`src/rtl/pipe_ctrl_if.sv`:
```
// Control bundle between ex, the front-end registers and the pipeline sequencer.
// Carries jump/hold requests in and PC/if_id/id_ex steering plus perf counters out.
interface pipe_ctrl_if #(
  parameter int ADDR_W = 32,
  parameter int CNT_W  = 32
);
  logic              jump_en_i;
  logic [ADDR_W-1:0] jump_addr_i;
  logic              hold_req_i;
  logic              hold_ack_o;
  logic              pc_load_o;
  logic [ADDR_W-1:0] pc_addr_o;
  logic              hold_pc_o;
  logic              hold_if_id_o;
  logic              flush_if_id_o;
  logic              flush_id_ex_o;
  logic [1:0]        state_o;
  logic [CNT_W-1:0]  jump_cnt_o;
  logic [CNT_W-1:0]  stall_cnt_o;

  modport slave (
    input  jump_en_i, jump_addr_i, hold_req_i,
    output hold_ack_o, pc_load_o, pc_addr_o,
    output hold_pc_o, hold_if_id_o,
    output flush_if_id_o, flush_id_ex_o,
    output state_o, jump_cnt_o, stall_cnt_o
  );

  modport master (
    output jump_en_i, jump_addr_i, hold_req_i,
    input  hold_ack_o, pc_load_o, pc_addr_o,
    input  hold_pc_o, hold_if_id_o,
    input  flush_if_id_o, flush_id_ex_o,
    input  state_o, jump_cnt_o, stall_cnt_o
  );
endinterface

```
`src/rtl/pipe_ctrl.sv`:
```
// Pipeline sequencer: branch redirect + wrong-path squash, external freeze
// with hold/ack handshake, jump and stall performance counters.
module pipe_ctrl #(
  parameter int FLUSH_CYCLES = 1,
  parameter int ADDR_W       = 32,
  parameter int CNT_W        = 32
) (
  input  logic        clk,
  input  logic        rst,
  pipe_ctrl_if.slave  bus
);

  typedef enum logic [1:0] {
    RUN   = 2'd0,
    FLUSH = 2'd1,
    HOLD  = 2'd2
  } state_e;

  localparam logic [2:0] FC_INIT = 3'(FLUSH_CYCLES - 1);

  state_e            state_q, state_d;
  logic [2:0]        fcnt_q, fcnt_d;
  logic              ack_q;
  logic [CNT_W-1:0]  jcnt_q, scnt_q;

  logic              pc_load, hold_pc, hold_if_id;
  logic              flush_if_id, flush_id_ex;
  logic [ADDR_W-1:0] pc_addr;
  logic              jinc, sinc;

  always_comb begin
    state_d     = state_q;
    fcnt_d      = fcnt_q;
    pc_load     = 1'b0;
    pc_addr     = '0;
    hold_pc     = 1'b0;
    hold_if_id  = 1'b0;
    flush_if_id = 1'b0;
    flush_id_ex = 1'b0;
    jinc        = 1'b0;
    sinc        = 1'b0;
    if (rst) begin
      unique case (1'b1)
        state_q == RUN: begin
          // jump beats hold; a pending hold is seen after the flush
          if (bus.jump_en_i) begin
            pc_load     = 1'b1;
            pc_addr     = bus.jump_addr_i;
            flush_if_id = 1'b1;
            flush_id_ex = 1'b1;
            jinc        = 1'b1;
            if (FLUSH_CYCLES > 1) begin
              state_d = FLUSH;
              fcnt_d  = FC_INIT;
            end
          end else if (bus.hold_req_i) begin
            hold_pc     = 1'b1;
            hold_if_id  = 1'b1;
            flush_id_ex = 1'b1;
            state_d     = HOLD;
          end
        end
        state_q == FLUSH: begin
          flush_if_id = 1'b1;
          flush_id_ex = 1'b1;
          fcnt_d      = fcnt_q - 3'd1;
          if (fcnt_q <= 3'd1) begin
            state_d = RUN;
            fcnt_d  = '0;
          end
        end
        state_q == HOLD: begin
          sinc = 1'b1;
          if (bus.hold_req_i) begin
            hold_pc     = 1'b1;
            hold_if_id  = 1'b1;
            flush_id_ex = 1'b1;
          end else begin
            state_d = RUN;
          end
        end
        default: begin
          state_d = RUN;
          fcnt_d  = '0;
        end
      endcase
    end
  end

  always_ff @(posedge clk) begin
    if (!rst) begin
      state_q <= RUN;
      fcnt_q  <= '0;
      ack_q   <= 1'b0;
      jcnt_q  <= '0;
      scnt_q  <= '0;
    end else begin
      state_q <= state_d;
      fcnt_q  <= fcnt_d;
      ack_q   <= (state_d == HOLD);
      if (jinc) jcnt_q <= jcnt_q + CNT_W'(1);
      if (sinc) scnt_q <= scnt_q + CNT_W'(1);
    end
  end

  assign bus.pc_load_o     = pc_load;
  assign bus.pc_addr_o     = pc_addr;
  assign bus.hold_pc_o     = hold_pc;
  assign bus.hold_if_id_o  = hold_if_id;
  assign bus.flush_if_id_o = flush_if_id;
  assign bus.flush_id_ex_o = flush_id_ex;
  assign bus.hold_ack_o    = ack_q;
  assign bus.state_o       = state_q;
  assign bus.jump_cnt_o    = jcnt_q;
  assign bus.stall_cnt_o   = scnt_q;

endmodule

```
`src/flat_wrapper.sv`:
```
// flat-port wrapper written by rule: the top's interface ports become plain ports
module pipe_ctrl_flat 
#(
  parameter int FLUSH_CYCLES = 1,
  parameter int ADDR_W       = 32,
  parameter int CNT_W        = 32
)
  (clk, rst, bus_jump_en_i, bus_jump_addr_i, bus_hold_req_i, bus_hold_ack_o, bus_pc_load_o, bus_pc_addr_o, bus_hold_pc_o, bus_hold_if_id_o, bus_flush_if_id_o, bus_flush_id_ex_o, bus_state_o, bus_jump_cnt_o, bus_stall_cnt_o);
  pipe_ctrl_if #(.ADDR_W(ADDR_W), .CNT_W(CNT_W)) bus_i ();
  input  logic clk;
  input  logic rst;
  input wire logic [$bits(bus_i.jump_en_i)-1:0] bus_jump_en_i;
  input wire logic [$bits(bus_i.jump_addr_i)-1:0] bus_jump_addr_i;
  input wire logic [$bits(bus_i.hold_req_i)-1:0] bus_hold_req_i;
  output wire logic [$bits(bus_i.hold_ack_o)-1:0] bus_hold_ack_o;
  output wire logic [$bits(bus_i.pc_load_o)-1:0] bus_pc_load_o;
  output wire logic [$bits(bus_i.pc_addr_o)-1:0] bus_pc_addr_o;
  output wire logic [$bits(bus_i.hold_pc_o)-1:0] bus_hold_pc_o;
  output wire logic [$bits(bus_i.hold_if_id_o)-1:0] bus_hold_if_id_o;
  output wire logic [$bits(bus_i.flush_if_id_o)-1:0] bus_flush_if_id_o;
  output wire logic [$bits(bus_i.flush_id_ex_o)-1:0] bus_flush_id_ex_o;
  output wire logic [$bits(bus_i.state_o)-1:0] bus_state_o;
  output wire logic [$bits(bus_i.jump_cnt_o)-1:0] bus_jump_cnt_o;
  output wire logic [$bits(bus_i.stall_cnt_o)-1:0] bus_stall_cnt_o;
  assign bus_i.jump_en_i = bus_jump_en_i;
  assign bus_i.jump_addr_i = bus_jump_addr_i;
  assign bus_i.hold_req_i = bus_hold_req_i;
  assign bus_hold_ack_o = bus_i.hold_ack_o;
  assign bus_pc_load_o = bus_i.pc_load_o;
  assign bus_pc_addr_o = bus_i.pc_addr_o;
  assign bus_hold_pc_o = bus_i.hold_pc_o;
  assign bus_hold_if_id_o = bus_i.hold_if_id_o;
  assign bus_flush_if_id_o = bus_i.flush_if_id_o;
  assign bus_flush_id_ex_o = bus_i.flush_id_ex_o;
  assign bus_state_o = bus_i.state_o;
  assign bus_jump_cnt_o = bus_i.jump_cnt_o;
  assign bus_stall_cnt_o = bus_i.stall_cnt_o;
  pipe_ctrl #(.FLUSH_CYCLES(FLUSH_CYCLES), .ADDR_W(ADDR_W), .CNT_W(CNT_W)) u_core (.clk(clk), .rst(rst), .bus(bus_i));
endmodule
```
`config.mk`:
```
export PLATFORM = sky130hd
export DESIGN_NAME = pipe_ctrl_flat
export DESIGN_NICKNAME = d
export VERILOG_FILES = /design/src/rtl/pipe_ctrl_if.sv /design/src/rtl/pipe_ctrl.sv /design/src/flat_wrapper.sv
export SDC_FILE = /design/constraint.sdc
export NUM_CORES = 1
export LEC_CHECK = 0
export CORE_MARGIN = 3
export CORE_UTILIZATION = 41
export CTS_BUF_LIST = sky130_fd_sc_hd__clkbuf_8
export CTS_CLUSTER_DIAMETER = 150
export DETAILED_ROUTE_END_ITERATION = 8
export PLACE_DENSITY_LB_ADDON = 0.08
export SETUP_SLACK_MARGIN = 0.02
export SLEW_MARGIN = 0
export SYNTH_ARGS = -nofsm -noshare
export SYNTH_HDL_FRONTEND = slang
export SYNTH_SLANG_ARGS = --single-unit
```
`constraint.sdc`:
```
create_clock -name clk -period 2.6 [get_ports clk]
set_input_delay 0.39 -clock clk [delete_from_list [all_inputs] [get_ports clk]]
set_output_delay 0.39 -clock clk [all_outputs]
set_load 0.05 [all_outputs]
```
## Yosys cells after proc, flatten, opt, wreduce, memory -nomap -nowiden

Index checks and enable logic that the tools add are counted.

| operators by class | value |
|---|---|
| muxes and demuxes | 25 |
| equality and inequality tests | 3 |
| $lt $le $gt $ge | 1 |
| reduce and logical (&&, ||, !) cells | 2 |
| add/subtract/negate cells | 3 |

Operators with widths:

| cell | number |
|---|---|
| $mux W32 | 3 |
| $add A32 B1 Y32 const B | 2 |
| $mux W1 | 11 |
| $mux W2 | 5 |
| $pmux W2 S3 | 1 |
| $pmux W3 S2 | 1 |
| $eq A2 B2 Y1 const B | 2 |
| $pmux W1 S2 | 2 |
| $le A3 B1 Y1 const B | 1 |
| $mux W3 | 1 |
| $pmux W1 S3 | 1 |
| $sub A3 B1 Y3 const B | 1 |
| $eq A2 B1 Y1 const B | 1 |
| $logic_not A2 Y1 | 1 |
| $reduce_or A2 Y1 | 1 |

| storage, ports and cells | value |
|---|---|
| output and inout bits | 104 |
| logic and storage cells | 39 |
| input port bits | 36 |
| bits in registers | 70 |

## Longest topological paths before layout

| logic depth | value |
|---|---|
| depth in word-level cells | 5 |
| gate-level depth with buffers | 7 |

## Least setup slack after synthesis

No wires, ideal clock.

| timing | value |
|---|---|
| path kind | flip-flop to output port |
| start point | register u_core.state_q[0] (netlist: u_core.bus.state_o[0]) |
| end point | output port bus_flush_id_ex_o |
| path slack | -396 ps |
| data required time | 2210 ps |
| arrival | 2606 ps |
| cell stages (with the launch flop) | 5 |
| cell sequence | dfxtp_1 clkbuf_1 nor2_1 nor3_1 nand2b_1 |

| between the ends | value |
|---|---|
| longest elaborated chain between the ends | 3 |

RTL lines:

| what | line | text |
|---|---|---|
| start, declared | pipe_ctrl.sv:21 | `state_e state_q, state_d;` |
| start signal, assigned | pipe_ctrl.sv:98 | `state_q <= state_d;` |
| $eq A2 B2 Y1, or another cell as far along | pipe_ctrl.sv:72 | `state_q == HOLD: begin` |
| $pmux W1 S3 (*) | pipe_ctrl.sv:43 | `unique case (1'b1)` |
| $mux W1 (*) | pipe_ctrl.sv:42 | `if (rst) begin` |
| end, declared | flat_wrapper.sv:21 | `output wire logic [$bits(bus_i.flush_id_ex_o)-1:0] bus_flush_id_ex_o;` |

Mark *: on every way between the ends. The rest lies on a longest branch, timed or not.

## Worst setup path after layout

| timing | value |
|---|---|
| start point | input port bus_jump_en_i |
| end point | output port bus_pc_addr_o[14] |

| between the ends | value |
|---|---|
| longest elaborated chain between the ends | 3 |

RTL lines:

| what | line | text |
|---|---|---|
| start, declared | flat_wrapper.sv:12 | `input wire logic [$bits(bus_i.jump_en_i)-1:0] bus_jump_en_i;` |
| $mux W32 | pipe_ctrl.sv:46 | `if (bus.jump_en_i) begin` |
| $mux W32 | pipe_ctrl.sv:43 |  |
| $mux W32 | pipe_ctrl.sv:42 |  |
| end, declared | flat_wrapper.sv:17 | `output wire logic [$bits(bus_i.pc_addr_o)-1:0] bus_pc_addr_o;` |

No other way between the ends.

==> run_results.csv <==
group,metric,value,unit
power,comb_power_share,16.3,%
layout,num-nets-final,608,
timing,min_period,2.43,ns
die,die_area,9970,um^2
worst_setup_path,crit_type,"input port to output port",
die,start_util,43.1,%
clock_network,clock_latency,0.34,ns
layout,fillers,707,
min_path,holdPathStages,2,
synthesis,syn_nets,473,
worst_setup_path,slowest_stage,"clkdlybuf4s50_1",
clock_network,ctsHtreeMaxLevel,3,
worst_setup_path,path_cells,"clkdlybuf4s50_1 > nor4bb_4 > buf_4 > buf_12 > and2_1 > buf_12",
clock_network,postCtsHoldBufs,0,
power,p_per_area,389,nW/um^2
power,p_leak,0.00188,uW
timing,setup_viol,0,
drt,wl_per_cell,15.6,um
power,power.total,2210,uW
synthesis,synthArstFlopShare,0,%
timing,rsz0062_at_grt,"no",
min_path,holdCritPathClass,"flip-flop to flip-flop",
die,die_w,99.8,um
placement,placed_cell_area,5510,um^2
drt,drc,0,
timing,period_share,93.3,%
clock_network,clockBufferDepth,2,
grt,grt_max_degree,61,
grt,antenna_found_initial,0,
layout,area_growth,57.1,%
synthesis,yosysTopAreaCellShare,38.8,%
layout,design_area,5670,um^2
clock_network,post_cts_buffers,0,
clock_network,clkSlewWorstSetupHoldPaths,0.07,ns
flow_run,maxCapViolations,0,
worst_setup_path,crit_family,"buffers and inverters",
worst_setup_path,critPathLaunchType,"input port",
clock_network,postCtsResizedCells,0,
clock_network,cts_tree,"yes",
drt,drtIter0Drc,105,
layout,diodes,0,
synthesis,ys_ff_latch,70,
clock_network,cts_root_buf,"clkbuf_8",
worst_setup_path,cp_max_fo,36,
die,rows,33,
drt,vias,3764,
power,power_frac_clock,34.6,%
placement,io_buffers,139,
power,vdd_drop_max,0.218,mV
synthesis,synth_area_leaders,"dfxtp_1 39%, and2_1 6.6%, or4_1 6.0%, a21oi_1 5.8%, o31ai_1 5.4%",
die,die_h,99.8,um
synthesis,synth.distinct_cells,44,
layout,drive_gt1_share,13.5,%
timing,fin_worst_skew,0.00446,ns
worst_setup_path,cp.arrival,2.04,ns
synthesis,yosys_warnings,0,
synthesis,synth_edf_count,0,
synthesis,synthFlopType,"dfxtp_1",
synthesis,seq_area_frac_synth,38.8,%
timing,max_freq,0.412,GHz
power,p_seq_share,49.1,%
timing,tns,0,ns
timing,slew-limit-headroom,57.6,%
timing,worstMarginPinSlew,0.636,ns
grt,grtUsageTotal,21.2,%
synthesis,synth_area_per_cell,8.34,um^2
worst_setup_path,reg2reg_depth,5,
timing,drv_slew,0,
timing,fin_hold_ws,0.475,ns
die,coreArea,8380,um^2
synthesis,yosysMostFrequentCell,"dfxtp_1",
grt,grt_remaining_overflow,0,
grt,grt_pass1_wl,17.0,mm
synthesis,synth_area,3610,um^2
worst_setup_path,crit_buf_inv,4,
worst_setup_path,critical_path.endpoint_type,"output port",
power,switching_power,618,uW
worst_setup_path,slowest_delay,0.48,ns
placement,dp_hpwl,7.90,mm
power,p_int,1590,uW
die,io_pins,140,
drt,dr.pass1.iters,4,
drt,ant_nets,0,
synthesis,synth_common_cells,"70 x dfxtp_1, 42 x a21oi_1, 38 x and2_1, 29 x or4_1, 27 x nand2_1",
clock_network,cts_made_buffers,9,
worst_setup_path,crit_cells,6,
grt,grt_pass1_vias,3505,
worst_setup_path,worstPathRequired,2.21,ns
synthesis,yosysTopAreaCell,"dfxtp_1",
synthesis,syn_inst,433,
drt,routed_via_density,5.56,
drt,wl,10.6,mm
power,switching_share,28.0,%
timing,hold_violations,0,
placement,place.gp.congestion,0.785,
outcome,status,"completed",
worst_setup_path,crit_path_frequent_cell,"buf_12",
clock_network,cts.sinks,70,
[power groups by stage]
| stage | Clock (uW) | Sequential, uW | Combinational (uW) |
|---|---|---|---|
| floorplan | 0 | 1130 | 143 |
| global placement | 0 | 1110 | 358 |
| detailed placement | 0 | 1110 | 361 |
| CTS | 784 | 1080 | 362 |
| global route | 836 | 1090 | 375 |
| finish | 764 | 1080 | 359 |
[cells in the final DEF, fill, tap and decap left out, types with 4 or more instances in the layout]
master and count:
xnor2_1 9, buf_4 14, and2_1 38, o31ai_1 26, dfxtp_1 70, nand3_1 16
clkbuf_8 9, buf_12 38, o311ai_0 5, nand2b_1 4, clkdlybuf4s50_1 102, or3_1 11
nand4_1 25, o41ai_1 5, and4_1 9, inv_1 9, nor2_1 24, a21oi_1 42
ha_1 4, or4_1 29, o21ai_0 14, xor2_1 10, nand2_1 27
[worst paths after layout]
check / to / slack [ns] / from
max: bus_pc_addr_o[14] / 0.17 / bus_jump_en_i
min: u_core.fcnt_q[2] / 0.48 / u_core.fcnt_q[2]
max reg2reg: u_core.bus.stall_cnt_o[13] / 0.48 / u_core.bus.state_o[1]
min reg2reg: u_core.fcnt_q[2] / 0.48 / u_core.fcnt_q[2]
[cell families after synthesis]
family | count (synthesis) | share of synthesized area [%]
AO/OA/AOI/OAI | 94 | 16.0
XOR/XNOR | 19 | 4.61
adder cells (fa/ha/maj) | 4 | 1.39
buffers and inverters | 40 | 4.85
flip-flops | 70 | 38.8
multiplexers | 2 | 0.589
AND/OR/NAND/NOR | 204 | 33.7
[routing by layer]
layer | track usage (%) | vias up | routed length, um
li1 | - | 1873 | -
met1 | 22.2 | 1778 | 4050
met2 | 39.7 | 107 | 5630
met4 | 4.62 | 0 | 79
met5 | 0 | - | 0
met3 | 8.27 | 6 | 800
[sequential cells by signal, indices dropped and copies added (netlist names)]
register / flops
u_core.bus.hold_ack_o: 1
u_core.bus.state_o: 2
u_core.bus.stall_cnt_o: 32
u_core.fcnt_q: 3
u_core.bus.jump_cnt_o: 32
[stage by stage]
| stage | worst slack [ns] | util (%) | std cells |
|---|---|---|---|
| 6_report | 0.173 | 67.7 | 677 |
| 5_1_grt | 0.0684 | 67.7 | 677 |
| 4_1_cts | 0.173 | 67.7 | 677 |
| 3_5_place_dp | 0.0729 | 65.8 | 662 |
| 3_3_place_gp | 0.152 | 65.8 | 662 |
| 2_1_floorplan | 0.0626 | - | 433 |
[cell type report]
type	count	area, um^2	area share [%]
multi-input cells	323	2050	36.2
repair buffers	154	1890	33.3
flip-flops and latches	70	1400	24.7
well taps	105	131	2.32
clock buffers	9	124	2.18
clock inverters	6	38.8	0.684
inverters	10	37.5	0.662
[tightest hold or removal path: cells and delay by family, from the launching register on]
family / cells / cell delay [ns]
AO/OA/AOI/OAI: 1 / 0.05
AND/OR/NAND/NOR: 1 / 0.06
flip-flops: 1 / 0.32
(Power assumes the default switching activity.)
